### src/rtl/k2_sched_pkg.sv
// Shared types and width helpers for the K2 program scheduler and its arbiter.
package k2_sched_pkg;

  typedef enum logic [1:0] {
    IDLE  = 2'd0,
    FLUSH = 2'd1,
    RUN   = 2'd2,
    DONE  = 2'd3
  } state_e;

  localparam int unsigned DEF_BITS       = 8;
  localparam int unsigned DEF_NREQ       = 4;
  localparam int unsigned DEF_ADDR_W     = 4;
  localparam int unsigned DEF_RST_CYC    = 2;
  localparam int unsigned DEF_STABLE_CYC = 4;
  localparam int unsigned DEF_MAX_CYC    = 200;

  // Width of a counter that must hold 0..maxval without wrapping.
  function automatic int unsigned cnt_w(input int unsigned maxval);
    return (maxval < 2) ? 1 : $clog2(maxval + 1);
  endfunction

  function automatic int unsigned idx_w(input int unsigned n);
    return (n < 2) ? 1 : $clog2(n);
  endfunction

endpackage

### src/rtl/rr_arbiter.sv
// Combinational round-robin pick: first set request at or after ptr_i, wrapping.
module rr_arbiter
  import k2_sched_pkg::*;
#(
  parameter int unsigned N     = 4,
  parameter int unsigned IDX_W = idx_w(N)
) (
  input  logic [N-1:0]     req_i,
  input  logic [IDX_W-1:0] ptr_i,
  output logic [N-1:0]     gnt_o,
  output logic [IDX_W-1:0] idx_o,
  output logic             any_o
);

  always_comb begin : pick
    logic             found;
    logic [IDX_W-1:0] cand;
    found = 1'b0;
    cand  = '0;
    gnt_o = '0;
    idx_o = '0;
    for (int k = 0; k < int'(N); k++) begin
      cand = IDX_W'((32'(ptr_i) + 32'(k)) % N);
      if (!found && req_i[cand]) begin
        found        = 1'b1;
        gnt_o[cand]  = 1'b1;
        idx_o        = cand;
      end
    end
    any_o = found;
  end

endmodule

### src/rtl/k2_program_scheduler.sv
// Time-shares one K2 processor among NREQ requesters: arbitrate, flush, run,
// detect halt (address stuck) or timeout, and hand Ro back to the owner.
module k2_program_scheduler
  import k2_sched_pkg::*;
#(
  parameter int unsigned BITS       = DEF_BITS,
  parameter int unsigned NREQ       = DEF_NREQ,
  parameter int unsigned ADDR_W     = DEF_ADDR_W,
  parameter int unsigned RST_CYC    = DEF_RST_CYC,
  parameter int unsigned STABLE_CYC = DEF_STABLE_CYC,
  parameter int unsigned MAX_CYC    = DEF_MAX_CYC
) (
  input  logic                      clk,
  input  logic                      rst,
  input  logic [NREQ-1:0]           req,
  output logic [NREQ-1:0]           grant,
  output logic [$clog2(NREQ)-1:0]   prog_sel,
  output logic                      proc_rst_n,
  input  logic [ADDR_W-1:0]         prog_addr,
  input  logic [BITS-1:0]           proc_ro,
  output logic                      busy,
  output logic [NREQ-1:0]           done,
  output logic [BITS-1:0]           result,
  output logic                      timeout
);

  localparam int unsigned SEL_W = idx_w(NREQ);
  localparam int unsigned CYC_W = cnt_w(MAX_CYC);
  localparam int unsigned STB_W = cnt_w(STABLE_CYC);
  localparam int unsigned RC_W  = cnt_w(RST_CYC);

  state_e              state_q, state_d;
  logic [NREQ-1:0]     grant_q, grant_d;
  logic [SEL_W-1:0]    sel_q, sel_d;
  logic [SEL_W-1:0]    ptr_q, ptr_d;
  logic                prn_q, prn_d;
  logic                busy_q, busy_d;
  logic [NREQ-1:0]     done_q, done_d;
  logic [BITS-1:0]     result_q, result_d;
  logic                to_q, to_d;
  logic [RC_W-1:0]     rcnt_q, rcnt_d;
  logic [CYC_W-1:0]    cyc_q, cyc_d;
  logic [STB_W-1:0]    stb_q, stb_d;
  logic [ADDR_W-1:0]   prev_q, prev_d;

  logic [NREQ-1:0]     arb_gnt;
  logic [SEL_W-1:0]    arb_idx;
  logic                arb_any;
  logic                halt, to_hit;

  rr_arbiter #(.N(NREQ), .IDX_W(SEL_W)) u_arb (
    .req_i (req),
    .ptr_i (ptr_q),
    .gnt_o (arb_gnt),
    .idx_o (arb_idx),
    .any_o (arb_any)
  );

  assign halt   = (stb_q == STB_W'(STABLE_CYC - 1)) && (prog_addr == prev_q);
  assign to_hit = (cyc_q == CYC_W'(MAX_CYC - 1));

  always_comb begin
    state_d  = state_q;
    grant_d  = grant_q;
    sel_d    = sel_q;
    ptr_d    = ptr_q;
    done_d   = '0;
    result_d = result_q;
    to_d     = to_q;
    rcnt_d   = rcnt_q;
    cyc_d    = cyc_q;
    stb_d    = stb_q;
    prev_d   = prev_q;
    unique case (state_q)
      IDLE: begin
        if (arb_any) begin
          grant_d = arb_gnt;
          sel_d   = arb_idx;
          ptr_d   = (arb_idx == SEL_W'(NREQ - 1)) ? '0 : arb_idx + 1'b1;
          rcnt_d  = '0;
          state_d = FLUSH;
        end
      end
      FLUSH: begin
        if (rcnt_q == RC_W'(RST_CYC - 1)) begin
          cyc_d   = '0;
          stb_d   = '0;
          prev_d  = prog_addr;
          state_d = RUN;
        end else begin
          rcnt_d = rcnt_q + 1'b1;
        end
      end
      RUN: begin
        cyc_d  = cyc_q + 1'b1;
        prev_d = prog_addr;
        stb_d  = (prog_addr == prev_q) ? stb_q + 1'b1 : '0;
        // A halt seen on the budget's last cycle still counts as a clean halt.
        if (halt || to_hit) begin
          result_d = proc_ro;
          to_d     = to_hit & ~halt;
          done_d   = grant_q;
          state_d  = DONE;
        end
      end
      DONE: begin
        grant_d = '0;
        state_d = IDLE;
      end
      default: state_d = IDLE;
    endcase
    prn_d  = (state_d == RUN);
    busy_d = (state_d != IDLE);
  end

  always_ff @(posedge clk) begin
    if (rst) begin
      state_q  <= IDLE;
      grant_q  <= '0;
      sel_q    <= '0;
      ptr_q    <= '0;
      prn_q    <= 1'b0;
      busy_q   <= 1'b0;
      done_q   <= '0;
      result_q <= '0;
      to_q     <= 1'b0;
      rcnt_q   <= '0;
      cyc_q    <= '0;
      stb_q    <= '0;
      prev_q   <= '0;
    end else begin
      state_q  <= state_d;
      grant_q  <= grant_d;
      sel_q    <= sel_d;
      ptr_q    <= ptr_d;
      prn_q    <= prn_d;
      busy_q   <= busy_d;
      done_q   <= done_d;
      result_q <= result_d;
      to_q     <= to_d;
      rcnt_q   <= rcnt_d;
      cyc_q    <= cyc_d;
      stb_q    <= stb_d;
      prev_q   <= prev_d;
    end
  end

  assign grant      = grant_q;
  assign prog_sel   = sel_q;
  assign proc_rst_n = prn_q;
  assign busy       = busy_q;
  assign done       = done_q;
  assign result     = result_q;
  assign timeout    = to_q;

endmodule
### config.mk
export PLATFORM = sky130hd
export DESIGN_NAME = k2_program_scheduler
export DESIGN_NICKNAME = d
export VERILOG_FILES = /design/src/rtl/k2_sched_pkg.sv /design/src/rtl/rr_arbiter.sv /design/src/rtl/k2_program_scheduler.sv
export SDC_FILE = /design/constraint.sdc
export NUM_CORES = 1
export LEC_CHECK = 0
export BUFFER_PORTS_ARGS = -buffer_cell sky130_fd_sc_hd__buf_2
export CAP_MARGIN = 20
export CORE_ASPECT_RATIO = 1.1
export CORE_MARGIN = 3
export CORE_UTILIZATION = 55
export DETAILED_ROUTE_END_ITERATION = 7
export GPL_TIMING_DRIVEN = 1
export PLACE_DENSITY = 0.81
export SLEW_MARGIN = 5
export SYNTH_ARGS = -nofsm -noshare
export SYNTH_HDL_FRONTEND = slang
export SYNTH_SLANG_ARGS = --single-unit
### constraint.sdc
create_clock -name clk -period 2.84 [get_ports clk]
set_input_delay 0.284 -clock clk [delete_from_list [all_inputs] [get_ports clk]]
set_output_delay 0.284 -clock clk [all_outputs]
set_load 0.005 [all_outputs]
==> impl_metrics.yaml <==
yosys:
  ys_types: 47
  synthesis.nets: 281
  syn_inst: 252
  ys_async_sr_fraction: 0
  avgSynthCellArea_um2: 8.704
  ys_dominant_reg_cell: "dfxtp_1"
  synth_edf_count: 0
  synth-seq-cells: 42
  synth_warnings: 0
  synth-seq-area-share: 0.3833
  syn_area_um2: 2193
setup_path:
  crit_required_ns: 3.05
  cp-end-kind: "flip-flop"
  worstSetupPathType: "reg -> reg"
  start_kind: "flip-flop"
  rr_worst_depth: 7
  arrival_ns: 2.62
  critPathMaxFanout: 9
timing:
  holdWs_ns: 0.2484
  grt_setup_unrepaired: "no"
  slew_headroom: 0.3970
  fin_worst_skew_ns: 0.006317
  setup_tns_ns: 0
  fin_crit_ns: 2.403
  fmax_ghz: 0.4161
  period_share: 0.8463
  slew_violations: 0
  setup_viol: 0
  hold_viol: 0
  tightest_slew_ns: 0.8976
placed_design:
  post-dp-hpwl_um: 3030
  dp.cells: 326
  gp_congestion: 0.8356
  port_buffers: 38
clock_network:
  cts-root-buf: "clkbuf_8"
  cts.clk_slew.worst_paths_ns: 0.08
  cts_tree: "done"
  post_cts_buffers: 0
  cts_inserted_buffers: 5
  clk_latency_ns: 0.29
  h-tree-depth: 2
  cts_sinks: 42
  clk_path_buf_depth: 2
  postCtsHoldBufs: 0
  cts_resized: 0
finish:
  instances_no_fill: 334
  final_common_cell: "dfxtp_1"
  drive_gt1_frac: 0.2042
  area_growth_pct: 12.95
  fin_nets: 312
  final_cell_mix: "dfxtp_1, buf_2, a21oi_1"
  antennaDiodeCount: 0
floorplanning:
  die_area_um2: 4782
  io_pins: 39
  die_w_um: 66.21
  core-area_um2: 3741
  rows: 23
  die_h_um: 72.23
  start_util: 0.5863
hold_path:
  hold-path-cell-count: 3
  min_path_type: "in -> reg"
grt:
  grt_pass1_wl_um: 7176
  antenna_found_initial: 0
  grt_max_degree: 24
  grt_overflow: 0
  grt_pass1_vias: 1622
  grt_usage: 0.1898
run_status:
  status: "complete, no violations"
drt:
  via_per_inst: 5.611
  drt_pre_antenna_iters: 4
  dr.first_iter.drc_count: 121
  final_antenna_net_count: 0
  drcViolationCount: 0
  drt-wirelength-per-cell_um: 12.81
  routed_wl_um: 4280
  num_vias: 1874
flow_run:
  drv_cap: 0
power_and_ir_drop:
  p_leak_nw: 1.036
  powerDensity_nw_per_um2: 711.3
  ir_worst_vdd_v: 0.0003814
area by class of cell:
type | instances | area [µm²]
Fill cell | 327 | 1264
Multi-Input combinational cell | 185 | 1226
Sequential cell | 42 | 840.8
Timing Repair Buffer | 40 | 205.2
Clock buffer | 5 | 68.82
Tap cell | 50 | 62.56
Clock inverter | 3 | 40.04
Inverter | 9 | 33.78
power breakdown:
group | internal [mW] | switching, mW | total (mW)
Sequential | 0.638 | 0.0407 | 0.679
Combinational | 0.293 | 0.333 | 0.626
Clock | 0.259 | 0.199 | 0.458
worst paths after layout:
| kind | to | start | slack, ns |
|---|---|---|---|
| worst max-delay path | grant[3] | ptr_q[1] | 0.44 |
| worst min-delay path | prev_q[0] | prog_addr[0] | 0.25 |
| worst max register to register | grant[3] | ptr_q[1] | 0.44 |
| worst min register to register | prog_sel[0] | prog_sel[0] | 0.45 |
per-layer routing:
metal  up-vias  GRT usage  wire, µm
li1        974          -         -
met5         -          0         0
met4         0    0.06998        57
met1       837     0.2373      1949
met2        57     0.3153      1990
met3         6    0.04644       282
logic make-up after synthesis:
logic type / count (synthesis) / synth area share
AO/OA/AOI/OAI: 69 / 0.1945
XOR/XNOR: 6 / 0.02396
adder cells (fa/ha/maj): 11 / 0.06275
buffers and inverters: 25 / 0.05762
flip-flops: 42 / 0.3833
multiplexers: 9 / 0.05989
AND/OR/NAND/NOR: 90 / 0.2179
flip-flops by register name, indices dropped and copies added (netlist names), named ones only:
register	flops
cyc_q	8
result	8
done	4
grant	4
prev_q	4
stb_q	3
prog_sel	2
rcnt_q	2
state_q	2
busy	1
proc_rst_n	1
ptr_q	1
timeout	1
metrics by stage:
step | util | instance area, µm² | power [mW] | worst slack (ns)
6_report | 0.6622 | 2477 | 1.762 | 0.4366
5_1_grt | 0.6622 | 2477 | 1.881 | 0.1472
4_1_cts | 0.6622 | 2477 | 1.768 | 0.4687
3_5_place_dp | 0.6331 | 2369 | 1.313 | 0.4954
3_3_place_gp | 0.6331 | 2369 | 1.302 | 0.5697
2_1_floorplan | - | 2193 | 1.193 | 0.6079
synthesized netlist by cell type (5+ instances only):
library cell / instances / share of area
o21ai_1: 15 / 0.034
nor3_1: 7 / 0.016
dfxtp_1: 42 / 0.38
nand2_1: 16 / 0.027
inv_1: 7 / 0.012
a21oi_1: 28 / 0.064
clkbuf_1: 7 / 0.012
ha_1: 11 / 0.063
nor3b_1: 5 / 0.017
a211oi_1: 7 / 0.024
xor2_1: 5 / 0.020
nor2_1: 21 / 0.036
nand3_1: 15 / 0.034
worst max-delay path, stage by stage (launching register included):
cell and delay [ns]:
dfxtp_1 0.53, inv_1 0.20, ha_1 0.41, nor3b_1 0.23, o21ai_1 0.09, o211ai_1 0.48
a21oi_1 0.14, a211oi_1 0.24
(Power assumes the default switching activity.)
